<file path="config.mk">
export PLATFORM = sky130hd
export DESIGN_NAME = if_fetch_queue
export DESIGN_NICKNAME = d
export VERILOG_FILES = /design/src/rtl/if_fetch_queue.sv
export SDC_FILE = /design/constraint.sdc
export NUM_CORES = 1
export LEC_CHECK = 0
export CAP_MARGIN = 30
export CORE_ASPECT_RATIO = 1.5
export CORE_MARGIN = 2
export CORE_UTILIZATION = 50
export DETAILED_ROUTE_END_ITERATION = 8
export GPL_TIMING_DRIVEN = 0
export HOLD_SLACK_MARGIN = 0.03
export MAX_ROUTING_LAYER = met4
export PLACE_DENSITY = 0.74
export SETUP_SLACK_MARGIN = 0.15
export SLEW_MARGIN = 20
export SYNTH_ARGS = -nofsm -noshare
export SYNTH_HDL_FRONTEND = slang
export SYNTH_SLANG_ARGS = --single-unit
</file>
<file path="constraint.sdc">
create_clock -name clk -period 3.3 [get_ports clk]
set_input_delay 0.66 -clock clk [delete_from_list [all_inputs] [get_ports clk]]
set_output_delay 0.66 -clock clk [all_outputs]
set_load 0.005 [all_outputs]
</file>
<file path="src/rtl/if_fetch_queue.sv">
// Fetch-to-decode instruction queue: DEPTH-entry first-word-fall-through FIFO of
// {pc, instruction} pairs with valid/ready on both sides and a redirect flush.
module if_fetch_queue #(
    parameter int              XLEN      = 32,
    parameter int              DEPTH     = 4,
    parameter logic [XLEN-1:0] NOP_INSTR = 32'h0000_0013,
    parameter int              CNT_W     = $clog2(DEPTH) + 1
) (
    input  logic             clk,
    input  logic             reset,
    input  logic             flush,
    input  logic             in_valid,
    output logic             in_ready,
    input  logic [XLEN-1:0]  in_pc,
    input  logic [XLEN-1:0]  in_instr,
    output logic             out_valid,
    input  logic             out_ready,
    output logic [XLEN-1:0]  out_pc,
    output logic [XLEN-1:0]  out_instr,
    output logic [CNT_W-1:0] count,
    output logic             full,
    output logic             empty
);

    localparam int PTR_W = $clog2(DEPTH);

    logic [XLEN-1:0]  pc_mem_r    [DEPTH];
    logic [XLEN-1:0]  instr_mem_r [DEPTH];
    logic [PTR_W-1:0] wr_ptr_r;
    logic [PTR_W-1:0] rd_ptr_r;
    logic [CNT_W-1:0] count_r;
    logic             push_s;
    logic             pop_s;

    // Flags come only from the registered count, so in_ready never sees out_ready.
    assign full      = (count_r == CNT_W'(DEPTH));
    assign empty     = (count_r == {CNT_W{1'b0}});
    assign count     = count_r;
    assign in_ready  = ~full;
    assign out_valid = ~empty;
    assign push_s    = in_valid & in_ready;
    assign pop_s     = out_valid & out_ready;

    // Entry storage; contents are don't-care until the count covers them.
    always_ff @(posedge clk) begin
        if (push_s) begin
            pc_mem_r[wr_ptr_r]    <= in_pc;
            instr_mem_r[wr_ptr_r] <= in_instr;
        end
    end

    // Pointer and occupancy update; reset beats flush, flush beats both handshakes.
    always_ff @(posedge clk) begin
        if (reset) begin
            wr_ptr_r <= {PTR_W{1'b0}};
            rd_ptr_r <= {PTR_W{1'b0}};
            count_r  <= {CNT_W{1'b0}};
        end else if (flush) begin
            rd_ptr_r <= wr_ptr_r;
            count_r  <= {CNT_W{1'b0}};
        end else begin
            if (push_s) begin
                wr_ptr_r <= wr_ptr_r + PTR_W'(1);
            end
            if (pop_s) begin
                rd_ptr_r <= rd_ptr_r + PTR_W'(1);
            end
            case ({push_s, pop_s})
                2'b10:   count_r <= count_r + CNT_W'(1);
                2'b01:   count_r <= count_r - CNT_W'(1);
                default: count_r <= count_r;
            endcase
        end
    end

    // Head presentation: an empty queue shows a NOP bubble, never stale storage.
    always_comb begin
        out_pc    = {XLEN{1'b0}};
        out_instr = NOP_INSTR;
        if (!empty) begin
            out_pc    = pc_mem_r[rd_ptr_r];
            out_instr = instr_mem_r[rd_ptr_r];
        end else begin
            out_pc    = {XLEN{1'b0}};
            out_instr = NOP_INSTR;
        end
    end

endmodule

</file>
==> impl_metrics.py, run 1 <==
metrics = {
    "logic_synthesis": {
        "ys.flop_type": "edfxtp_1",
        "yosys_register_bits": 265,
        "synth_top_family_by_area": "multiplexers",
        "syn-cell-area_um2": 10240,
        "synth_fa_ha_area_share_pct": 0.8066,
        "synth_edf_count": 256,
        "yosys_warnings": 0,
        "ys_seq_area_share_pct": 76.84,
        "async_flop_share_pct": 0,
        "syn_nets": 538,
        "synth_xor_area_share_pct": 0.1711,
        "synth-simple-area-share_pct": 5.059,
        "synth_compound_area_share_pct": 0.5866,
        "avgSynthCellArea_um2": 22.11,
        "netlist_instances": 463,
        "yosysUniqueCellTypes": 32,
        "synth_mux_area_share_pct": 14.29,
    },
    "place": {
        "io_buffers": 137,
        "placedCellCount": 868,
        "gp_congestion": 0.7485,
        "dp_hpwl_mm": 12.11,
    },
    "floorplan": {
        "num_rows": 64,
        "die-area_um2": 21660,
        "core_area_um2": 20260,
        "initial_core_util_pct": 50.54,
        "fp.dieW_um": 120.8,
        "die_h_um": 179.3,
        "ioPinCount": 140,
    },
    "timing": {
        "fin_hold_ws_ns": 0.5445,
        "fmax_ghz": 0.3261,
        "slew_headroom_pct": 69.67,
        "hold_viol": 0,
        "min_period_ns": 3.066,
        "drv_slew": 0,
        "tightestPinTransition_ns": 0.4549,
        "rsz0062_at_grt": "true",
        "setup_viol": 0,
        "fin_crit_sh_pct": 92.92,
        "clock_skew_ns": 0.007041,
    },
    "finish": {
        "nets": 705,
        "n_fill_cell": 1406,
        "drive_gt1_share_pct": 20.37,
        "stdcell_count": 912,
        "antenna_cells": 0,
        "syn2layout_area_growth_pct": 26.68,
    },
    "worst_setup_path": {
        "end_kind": "output pin",
        "worstPathMaxFanout": 10,
        "crit_arrival_ns": 2.41,
        "start_kind": "flip-flop",
        "cp_cell_sequence": "clkbuf_2 > buf_2 > mux4_2 > and2_1 > clkdlybuf4s50_1",
        "cp.required_ns": 2.64,
        "critPathBufInv": 3,
        "cpPeakStageDelay_ns": 0.45,
        "crit_family": "buffers and inverters",
        "critical_path_class": "reg -> out",
        "cpMaxStageDelayCell": "clkdlybuf4s50_1",
    },
    "clocking": {
        "cts-root-buf": "clkbuf_16",
        "clock_sinks": 265,
        "cts_tree": "done",
        "clock_path_buffers": 3,
        "cts_inserted_buffers": 24,
        "worstSkewPairLatency_ns": 0.51,
        "postCtsHoldBufs": 0,
        "path_clk_slew_ns": 0.06,
        "htree_levels": 1,
    },
    "drt": {
        "wl_per_cell_um": 20.93,
        "totalWireLength_mm": 19.09,
        "drtIter0Drc": 242,
        "drt_first_pass_iters": 5,
        "drc": 0,
        "drtAntennaViolNets": 0,
        "drt-vias-per-instance": 5.355,
        "via_count": 4884,
    },
    "global_routing": {
        "grt-ovfl-total": 0,
        "busiest_layer": "met2",
        "grt_use_total_pct": 18.42,
        "use_met2_pct": 32.00,
        "grt_pass1_wl_mm": 29.26,
        "antenna_found_initial": 0,
        "grt_pass1_vias": 5327,
        "globalRouteMet3Util_pct": 2.958,
        "grt_max_degree": 43,
        "use_met1_pct": 22.28,
    },
    "power_and_ir_drop": {
        "peakVddDrop_mv": 0.5011,
        "p_per_area_nw_per_um2": 585.9,
        "cellLeakagePower_nw": 4.207,
    },
    "hold_path": {
        "worstHoldPathType": "reg -> reg",
    },
    "flow_run": {
        "drv_cap": 0,
    },
    "outcome": {
        "outcome": "finished, final reports clean",
    },
}
==> through the flow <==
step                worst slack (ns)  TNS, ns  instance area (um^2)  util [%]  total power [W]
floorplan                     0.4604        0                 10240         -         0.004254
global placement              -1.258  -320.15                 11940     58.94         0.004569
detailed placement            0.3171        0                 12060     59.53         0.004601
CTS                           0.1663        0                 12960     63.98         0.007686
global route                  0.1045        0                 12970     64.02         0.007860
finish                        0.2337        0                 12970     64.02         0.007599
==> synth_stat cells (2+ instances only) <==
master	n	area share, %
edfxtp_1	256	75
and2_1	66	4.0
mux4_2	64	14
clkbuf_1	9	0.33
dfxtp_1	9	1.8
buf_12	6	1.2
buf_2	6	0.29
inv_1	6	0.22
ha_1	5	0.61
a21oi_1	3	0.15
nor2_1	3	0.11
nor3_1	3	0.15
or2_1	3	0.18
inv_2	2	0.073
nand2b_1	2	0.12
o31a_1	2	0.17
or3_1	2	0.12
xor2_1	2	0.17
==> where the power goes <==
group	switching, W	internal, W	total, W	leakage [nW]
logic	0.000287	0.000387	0.000674	1.35
registers	0.0000283	0.00382	0.00385	2.42
clock network	0.00115	0.00193	0.00308	0.433
total	0.00146	0.00613	0.00760	4.21
==> kinds of logic after synthesis <==
logic type	Yosys count
DFF	265
muxes	66
AOI/OAI and AO/OA	9
and+or+nand+nor	84
adders and majority gates	6
xor gates and xnor gates	2
buffers and inverters	31
==> cell usage in the layout, fill, tap and decap left out, types with 3 or more instances in the layout <==
| cell type | Yosys | final |
|---|---|---|
| a21oi_1 | 3 | 3 |
| and2_1 | 66 | 62 |
| and2_4 | 0 | 4 |
| buf_12 | 6 | 6 |
| buf_16 | 0 | 4 |
| buf_2 | 6 | 5 |
| bufinv_16 | 0 | 7 |
| clkbuf_1 | 9 | 6 |
| clkbuf_16 | 0 | 25 |
| clkbuf_2 | 1 | 6 |
| clkdlybuf4s50_1 | 0 | 137 |
| clkinv_1 | 0 | 4 |
| clkinv_2 | 0 | 3 |
| dfxtp_1 | 9 | 9 |
| edfxtp_1 | 256 | 256 |
| ha_1 | 5 | 5 |
| inv_1 | 6 | 6 |
| mux4_2 | 64 | 64 |
| nor2_1 | 3 | 3 |
| nor3_1 | 3 | 3 |
| or2_1 | 3 | 3 |
==> layer usage <==
layer | share of wire (%) | vias up
li1 | - | 2201
met1 | 39 | 2533
met2 | 54 | 117
met3 | 4.4 | 33
met4 | 2.1 | 0
met5 | 0 | -
==> tightest hold or removal path, stage by stage, from the launching register on <==
cell      delay, ns
dfxtp_1        0.35
nand2b_1       0.08
mux2i_1        0.07
==> layout make-up <==
type / instances / area, um^2 / share of cell area [%]
multi-input combinational: 167 / 2151 / 16.58
buffer: 23 / 216.5 / 1.669
inverter: 8 / 30.03 / 0.2315
clock inverter: 16 / 256.5 / 1.978
tap: 264 / 330.3 / 2.547
timing repair buffer: 141 / 1481 / 11.42
sequential: 265 / 7868 / 60.66
clock buffer: 28 / 636.9 / 4.910
==> registers in the layout, summed over array words and instances, names as in the netlist, named ones only <==
signal,flops
instr_mem_r,128
pc_mem_r,128
count,3
rd_ptr_r,2
wr_ptr_r,2
==> final timing paths <==
kind	startpoint	slack, ns	cells past startpoint	to
setup / recovery	flip-flop	0.23	5	out_instr[6]
hold / removal	wr_ptr_r[1]$_SDFFE_PP0P_	0.54	2	wr_ptr_r[1]$_SDFFE_PP0P_
setup reg to reg	count[2]$_SDFFE_PP0P_	0.92	9	count[2]$_SDFFE_PP0P_
hold reg to reg	wr_ptr_r[1]$_SDFFE_PP0P_	0.54	2	wr_ptr_r[1]$_SDFFE_PP0P_
==> what timing repair did <==
item | in CTS | in global routing
endpoints found under the setup margin | 60 | 52
buffers inserted | 0 | 0
hold endpoints to repair | 0 | 0
resized for setup | 6 | 4
Note: power is estimated with default switching activity, not from simulation.
==> inputs of run 2 (changes only) <==
--- a/config.mk
+++ b/config.mk
@@ -11,7 +11,7 @@
 export CORE_UTILIZATION = 50
 export DETAILED_ROUTE_END_ITERATION = 8
 export GPL_TIMING_DRIVEN = 0
-export HOLD_SLACK_MARGIN = 0.03
+export HOLD_SLACK_MARGIN = 0.05
 export MAX_ROUTING_LAYER = met4
 export PLACE_DENSITY = 0.74
 export SETUP_SLACK_MARGIN = 0.15
==> results of run 2 <==
The final DEF is identical to that of run 1; final timing and power are the same.
